--- config.mk ---
export PLATFORM = sky130hd
export DESIGN_NAME = class_vote_display
export DESIGN_NICKNAME = d
export VERILOG_FILES = /design/src/rtl/class_vote_pkg.sv /design/src/rtl/seg7_hex_decoder.sv /design/src/rtl/class_vote_display.sv
export SDC_FILE = /design/constraint.sdc
export NUM_CORES = 1
export LEC_CHECK = 0
export CAP_MARGIN = 20
export CORE_MARGIN = 1.5
export CORE_UTILIZATION = 30
export CTS_CLUSTER_DIAMETER = 80
export DETAILED_ROUTE_END_ITERATION = 6
export MAX_ROUTING_LAYER = met4
export PLACE_DENSITY = 0.46
export SYNTH_ARGS = -nofsm -noshare
export SYNTH_HDL_FRONTEND = slang
export SYNTH_SLANG_ARGS = --single-unit
--- constraint.sdc ---
create_clock -name clk -period 7.9 [get_ports clk]
set_clock_uncertainty 0.15 [all_clocks]
set_input_delay 1.58 -clock clk [delete_from_list [all_inputs] [get_ports clk]]
set_output_delay 1.58 -clock clk [all_outputs]
set_load 0.1 [all_outputs]
--- src/rtl/class_vote_pkg.sv ---
`default_nettype none
// +----------------------------------------------------------------------+
// | Module      : class_vote_pkg                                         |
// | Description : Shared types and constants for the class vote display: |
// |               FSM state encoding, class/vote widths and the hex      |
// |               seven-segment lookup table (bit0 = segment a).         |
// | Revision    : 1.0 - initial release                                  |
// +----------------------------------------------------------------------+
package class_vote_pkg;

  typedef enum logic [1:0] {
    IDLE    = 2'd0,
    COLLECT = 2'd1,
    DECIDE  = 2'd2,
    HOLD    = 2'd3
  } state_t;

  localparam int CLASS_W     = 4;
  localparam int NUM_CLASSES = 16;
  // Vote counters never exceed 15 because the sample count is bounded.
  localparam int VOTE_W      = 4;

  // Active-high segments, bit order g f e d c b a.
  localparam logic [6:0] SEG_LUT [NUM_CLASSES] = '{
    7'h3F, 7'h06, 7'h5B, 7'h4F, 7'h66, 7'h6D, 7'h7D, 7'h07,
    7'h7F, 7'h6F, 7'h77, 7'h7C, 7'h39, 7'h5E, 7'h79, 7'h71
  };

endpackage
`default_nettype wire

--- src/rtl/seg7_hex_decoder.sv ---
`default_nettype none
// +----------------------------------------------------------------------+
// | Module      : seg7_hex_decoder                                       |
// | Description : Purely combinational 4-bit hex to 7-segment decode.    |
// |               The parent registers the result.                       |
// | Revision    : 1.0 - initial release                                  |
// +----------------------------------------------------------------------+
module seg7_hex_decoder
  import class_vote_pkg::*;
(
  input  logic [CLASS_W-1:0] hex,
  output logic [6:0]         seg
);

  // Table lookup covering digits 0-9 and letters A-F
  always_comb begin
    seg = SEG_LUT[hex];
  end

endmodule
`default_nettype wire

--- src/rtl/class_vote_display.sv ---
`default_nettype none
// +----------------------------------------------------------------------+
// | Module      : class_vote_display                                     |
// | Description : Collects N_SAMPLES classifier outputs, majority-votes  |
// |               the perceptron class (lowest index wins ties), shows   |
// |               it on a 7-segment display for MAX_COUNT cycles and     |
// |               lights the decimal point on majority disagreement.     |
// |               Optional macro CLASS_VOTE_BNN_EN: the bnn class also   |
// |               casts a vote for every accepted sample.                |
// | Revision    : 1.0 - initial release                                  |
// +----------------------------------------------------------------------+
module class_vote_display
  import class_vote_pkg::*;
#(
  parameter int               CNT_W     = 24,
  parameter logic [CNT_W-1:0] MAX_COUNT = 24'd10_000_000,
  parameter int               N_SAMPLES = 4
)(
  input  logic               clk,
  input  logic               rst_n,
  input  logic               ena,
  input  logic               sample_valid,
  input  logic [CLASS_W-1:0] perc_class,
  input  logic [CLASS_W-1:0] bnn_class,
  output logic [6:0]         seg_out,
  output logic               dp_out,
  output logic [CLASS_W-1:0] result,
  output logic               result_valid,
  output logic               busy
);

  localparam logic [VOTE_W-1:0] c_n_samples = VOTE_W'(N_SAMPLES);
  localparam logic [CNT_W-1:0]  c_hold_load = MAX_COUNT - CNT_W'(1);

  state_t              r_state;
  logic [VOTE_W-1:0]   r_vote [NUM_CLASSES];
  logic [VOTE_W-1:0]   r_count;
  logic [VOTE_W-1:0]   r_disagree;
  logic [CNT_W-1:0]    r_timer;
  logic [CLASS_W-1:0]  r_result;
  logic                r_dp;
  logic                r_valid;
  logic                r_busy;
  logic [6:0]          r_seg;

  logic                w_accept;
  logic                w_last;
  logic                w_dp_next;
  logic [1:0]          w_inc [NUM_CLASSES];
  logic [CLASS_W-1:0]  w_best_idx;
  logic [6:0]          w_seg_next;

  assign w_accept  = ena & sample_valid & ((r_state == IDLE) | (r_state == COLLECT));
  assign w_last    = w_accept & ((r_count + VOTE_W'(1)) == c_n_samples);
  assign w_dp_next = {r_disagree, 1'b0} > 5'(N_SAMPLES);

  // Per-class vote increment for the sample currently offered
  generate
    for (genvar gi = 0; gi < NUM_CLASSES; gi++) begin : g_vote_inc
`ifdef CLASS_VOTE_BNN_EN
      assign w_inc[gi] = {1'b0, perc_class == CLASS_W'(gi)}
                       + {1'b0, bnn_class  == CLASS_W'(gi)};
`else
      assign w_inc[gi] = {1'b0, perc_class == CLASS_W'(gi)};
`endif
    end
  endgenerate

  // Pairwise max tree; the left (lower index) side wins unless the right is strictly larger
  always_comb begin
    logic [VOTE_W-1:0]  t_cnt [NUM_CLASSES];
    logic [CLASS_W-1:0] t_idx [NUM_CLASSES];
    for (int i = 0; i < NUM_CLASSES; i++) begin
      t_cnt[i] = r_vote[i];
      t_idx[i] = CLASS_W'(i);
    end
    for (int w = NUM_CLASSES / 2; w >= 1; w = w / 2) begin
      for (int j = 0; j < w; j++) begin
        if (t_cnt[2*j+1] > t_cnt[2*j]) begin
          t_cnt[j] = t_cnt[2*j+1];
          t_idx[j] = t_idx[2*j+1];
        end else begin
          t_cnt[j] = t_cnt[2*j];
          t_idx[j] = t_idx[2*j];
        end
      end
    end
    w_best_idx = t_idx[0];
  end

  seg7_hex_decoder u_seg_dec (
    .hex (w_best_idx),
    .seg (w_seg_next)
  );

  // Control FSM, vote bookkeeping and registered display outputs; ena low freezes everything
  always_ff @(posedge clk) begin
    if (!rst_n) begin
      r_state    <= IDLE;
      for (int i = 0; i < NUM_CLASSES; i++) r_vote[i] <= '0;
      r_count    <= '0;
      r_disagree <= '0;
      r_timer    <= '0;
      r_result   <= '0;
      r_dp       <= 1'b0;
      r_valid    <= 1'b0;
      r_busy     <= 1'b0;
      r_seg      <= '0;
    end else if (ena) begin
      case (r_state)
        IDLE, COLLECT: begin
          if (w_accept) begin
            for (int i = 0; i < NUM_CLASSES; i++) r_vote[i] <= r_vote[i] + VOTE_W'(w_inc[i]);
            r_count <= r_count + VOTE_W'(1);
            if (perc_class != bnn_class) r_disagree <= r_disagree + VOTE_W'(1);
            if (w_last) begin
              r_state <= DECIDE;
              r_busy  <= 1'b1;
            end else begin
              r_state <= COLLECT;
            end
          end
        end
        DECIDE: begin
          r_result <= w_best_idx;
          r_seg    <= w_seg_next;
          r_dp     <= w_dp_next;
          r_timer  <= c_hold_load;
          r_valid  <= 1'b1;
          r_state  <= HOLD;
        end
        HOLD: begin
          if (r_timer == '0) begin
            r_state    <= IDLE;
            for (int i = 0; i < NUM_CLASSES; i++) r_vote[i] <= '0;
            r_count    <= '0;
            r_disagree <= '0;
            r_valid    <= 1'b0;
            r_busy     <= 1'b0;
          end else begin
            r_timer <= r_timer - CNT_W'(1);
          end
        end
        default: r_state <= IDLE;
      endcase
    end
  end

  assign seg_out      = r_seg;
  assign dp_out       = r_dp;
  assign result       = r_result;
  assign result_valid = r_valid;
  assign busy         = r_busy;

endmodule
`default_nettype wire

Word level (Yosys, flattened, before mapping)
Memory sizes are Yosys's and may differ from the RTL's. A register that Yosys moved wholly into a read port is not among the register bits.
Cells that the tools add are included.

word-level totals
  register bits = 41
  RAM bits = 64
  ROM bits = 112
  input port bits = 12
  logic and storage cells = 210
  memories kept = 2

operators by class
  add/sub/neg operators = 19
  magnitude comparators = 16
  eq/ne operators = 25
  multiplexer cells = 89
  bitwise gates (word level) = 37
  reduce and logical (&&, ||, !) cells = 14

memories
  name             depth  bits a word  read ports  clocked after memory_dff  write ports  RTL line                  RTL
  (no name shown)  16     7            1           1                         0            seg7_hex_decoder.sv:17    seg = SEG_LUT[hex];
  r_vote           16     4            16          0                         16           class_vote_display.sv:36  logic [VOTE_W-1:0] r_vote [NUM_CLASSES];

operators with widths
  operator                 count
  $mux W4                  57
  $add A4 B1 Y4            16
  $gt A4 B4 Y1             15
  $pmux W24 S2             1
  $or A1 B1 Y1             33
  $eq A4 B4 Y1 const B     8
  $logic_not A24 Y1        1
  $mux W24                 1
  $sub A24 B1 Y24 const B  1
  $mux W1                  22
  $eq A4 B3 Y1 const B     5
  $pmux W4 S2              2
  $ne A2 B2 Y1 const B     5
  $reduce_and A5 Y1        2
  $reduce_and A3 Y1        3
  $add A4 B1 Y4 const B    2
  $eq A4 B2 Y1 const B     2
  $mux W2                  3
  $pmux W2 S3              1
  $gt A5 B3 Y1 const B     1
  $not A4 Y5               1
  $eq A2 B2 Y1 const B     2
  $eq A4 B1 Y1 const B     1
  $logic_not A4 Y1         1
  10 further kinds         14

Depth between registers and ports, before layout
  depth after elaboration = 10
  gate-level depth with buffers = 38
  depth with buffers taken out = 36

Modules after synthesis
A second synthesis with hierarchy kept.

second synthesis, totals
  cells, all modules = 875
  area, all modules = 7797.5 um2

by module, submodules not included
  module              times used  cells each  area an instance (um2)  seq. area each (um2)
  class_vote_display  1           842         7507.2                  2562.5
  seg7_hex_decoder    1           33          290.3                   0.0

Worst setup path before layout
No wires, ideal clock.

  kind = reg-to-reg
  from = memory r_vote[7][1] (netlist: r_vote[0][29])
  to = register r_seg[3] (netlist: seg_out[3])
  arrival = 6.550 ns
  slack = 1.099 ns
  stages on the path, launching flop included = 33
  path buffers = 2
  period minus slack after synthesis = 6.801 ns
  path through = edfxtp_1 ha_1 nor2b_1 o21a_1 o21a_1 o21ai_1 mux2i_1 inv_1 ha_1 nor2b_1 o21a_1 o21a_1 o21ai_2 mux2_2 ha_1 a41oi_1 o21a_1 clkbuf_1 nand2_1 o21a_1 ha_1 nor2b_1 o21a_1 o21a_1 o21ai_0 clkbuf_1 nand3_1 o211ai_2 inv_1 ha_1 nor2_1 nor4_1 o41ai_1

RTL lines
  item                RTL line                  RTL
  start: declaration  class_vote_display.sv:36
  end: declaration    class_vote_display.sv:44  logic [6:0] r_seg;

==> impl_metrics.yaml <==
logic_synthesis:
  syn_avg_cell_area_um2: 8.76
  yosysMostFrequentCell: "ha_1"
  synth-edff-count: 32
  ys_ff_latch: 112
  syn-cell-area_um2: 7610
  synthArstFlopShare: 0
  yosysUniqueCellTypes: 66
  yosys_warnings: 0
  netlist_instances: 869
  synth.area.top_cells: "dfxtp_1 21%, ha_1 16%, edfxtp_1 13%, nor2_1 4.7%, a21oi_1 4.6%"
  synth.largest_area_cell: "dfxtp_1"
  yosysSeqAreaShare: 0.337
  synth_top_area_frac: 0.210
  syn_nets: 981
  synthFlopType: "dfxtp_1"
  yosys-top-cells-count: "100 x ha_1, 95 x nor2_1, 89 x nand2_1"
detailed_routing:
  wl_per_cell_um: 14.6
  drt-vias-per-instance: 4.80
  drc_errors: 0
  antenna_left: 0
  drt_iter0_drc: 255
  firstDrtPassIters: 5
  drt_wl_total_um: 17800
  detailroute.via_count: 5848
final_layout:
  nets: 996
  instances_no_fill: 1219
  antennaDiodeCount: 0
  drive_gt1_frac: 0.0641
  final_area_um2: 8510
  area_delta_synth_final_pct: 11.8
  nFillCells: 2613
critical_path:
  path_max_fanout: 13
  slowest_stage: "a311oi_1"
  cp-end-kind: "flop"
  cp.arrival_ns: 7.47
  critPathMostFrequentCell: "ha_1"
  r2r_start: "r_vote[0][1]"
  reg2regPathDepth: 33
  required_ns: 8.02
  rr_endpoint: "seg_out[3]"
  r2r_slack_ns: 0.54
  max_stage_delay_ns: 0.43
  startpoint_type: "flop"
  crit_type: "reg2reg"
floorplanning:
  die_h_um: 162
  start_util: 0.304
  std_cell_rows: 58
  die_w_um: 162
  core_area_um2: 25000
  die_area_um2: 26300
  io_pins: 26
place:
  gp_congestion: 0.766
  post-place-ws_ns: 0.400
  dp.cells: 1203
  dpl_cell_area_um2: 8210
  io_buffers: 25
  dp_hpwl_um: 13100
clock_network:
  cts_root_buf: "clkbuf_16"
  worstSkewPairLatency_ns: 0.37
  path_clk_slew_ns: 0.08
  hold_buffers: 0
  clockBufferDepth: 2
  cts_buffers: 9
  cts_sinks: 112
  htree_levels: 3
  cts_tree: "built"
sta:
  fin_crit_ns: 7.36
  max_freq_ghz: 0.136
  setup_tns_ns: 0
  slew_violations: 0
  hold_viol_final: 0
  setup_slack_ns: 0.544
  max_slew_margin: 0.329
  post-route-period-util: 0.931
  rsz0062_at_grt: "false"
  tightest_slew_ns: 1.00
  setup_viol: 0
power_and_ir_drop:
  combinationalPowerShare: 0.369
  switching_share: 0.374
  clock_power_share: 0.273
  power_switching_w: 0.000642
  seq_power_share: 0.358
  p_leak_nw: 3.54
  p_total_w: 0.00172
  peakVddDrop_mv: 0.117
  intPower_w: 0.00108
  power_per_cell_area_nw_per_um2: 202
min_path:
  hold_class: "reg2reg"
  hold_start: "busy"
  min_path_cells: 2
  min_to: "busy"
job:
  drv_cap: 0
global_routing:
  grt_pass1_vias: 5828
  grt_pass1_wl_um: 29900
  grt_util_all_layers: 0.147
  grt_max_degree: 39
  antenna_found_initial: 0
  grt_remaining_overflow: 0
outcome:
  status: "completed"
-- cell type report --
| class | count | area, um^2 | share of cell area |
|---|---|---|---|
| well taps | 330 | 413 | 0.0485 |
| clock inverters | 7 | 70.1 | 0.00824 |
| flip-flops and latches | 112 | 2560 | 0.301 |
| multi-input cells | 665 | 4670 | 0.549 |
| inverters | 58 | 218 | 0.0256 |
| repair buffers | 38 | 348 | 0.0409 |
| clock buffers | 9 | 225 | 0.0265 |
-- cell families after synthesis --
kind of cell	count (synthesis)	synth area share
compound gates	150	0.124
xor+xnor	61	0.0702
fa+ha+maj	100	0.164
buf+inv	92	0.0501
flops	112	0.337
mux	37	0.0503
simple gates	317	0.204
-- layout by cell type, fill, tap and decap left out, types with 14 or more instances in the layout --
cell / Yosys / final
nor3_1: 17 / 17
a21oi_1: 70 / 70
o21a_1: 15 / 14
xor2_1: 32 / 32
and3_1: 20 / 20
nor2_1: 95 / 95
xnor2_1: 29 / 29
inv_1: 58 / 58
mux2i_1: 27 / 27
clkdlybuf4s50_1: 0 / 25
edfxtp_1: 32 / 32
nand4_1: 18 / 18
ha_1: 100 / 100
o21ai_0: 21 / 21
dfxtp_1: 80 / 80
nand2_1: 89 / 88
nand3_1: 20 / 20
-- registers in the layout, indices dropped and copies added, names as in the netlist --
name,count
busy,1
r_timer,24
seg_out,7
r_state,2
r_disagree,4
r_vote,64
result,4
r_count,4
dp_out,1
result_valid,1
-- metal layers --
metal  GRT usage  part of all wire  vias to the layer above
met5           -                 0                        -
met4      0.0450             0.018                        0
met3      0.0220             0.023                       19
met2       0.230              0.44                       51
met1       0.197              0.51                     2692
li1            -                 -                     3086
-- power groups by stage --
stage | clock network (W) | registers (W) | logic [W]
floorplan | 0 | 0.000626 | 0.000478
global placement | 0 | 0.000629 | 0.000632
detailed placement | 0 | 0.000629 | 0.000627
CTS | 0.000487 | 0.000616 | 0.000633
global route | 0.000511 | 0.000618 | 0.000719
finish | 0.000469 | 0.000616 | 0.000635
-- how the worst max path moves through the flow --
stage / slack (ns) / endpoint / cells after the start / from
6_report: 0.54 / seg_out[3] / 33 / r_vote[0][1]
5_1_grt: 0.02 / seg_out[3] / 33 / r_vote[0][5]
4_1_cts: 0.38 / seg_out[3] / 33 / r_vote[0][5]
3_5_place_dp: 0.40 / seg_out[3] / 33 / r_vote[0][5]
3_3_place_gp: 0.66 / seg_out[3] / 33 / r_vote[0][5]
2_1_floorplan: 1.10 / seg_out[3] / 32 / r_vote[0][29]
-- worst max-delay path, delay by kind of cell, from the launching register on --
| kind | cells | cell delay [ns] |
|---|---|---|
| compound gates | 12 | 2.81 |
| fa+ha+maj | 5 | 1.36 |
| buf+inv | 4 | 0.54 |
| flops | 1 | 0.42 |
| mux | 2 | 0.76 |
| simple gates | 10 | 1.24 |
-- repair_timing --
action / 4_1_cts / 5_1_grt
buffers inserted: 0 / 0
gates resized for setup: 0 / 2
endpoints found under the setup margin: 0 / 6
-- metrics by stage --
stage	hold slack (ns)	utilization
3_3_place_gp	0.284	0.328
4_1_cts	0.310	0.340
3_5_place_dp	0.290	0.328
5_1_grt	0.329	0.340
2_1_floorplan	0.302	-
6_report	0.303	0.340
(Power assumes the default switching activity.)
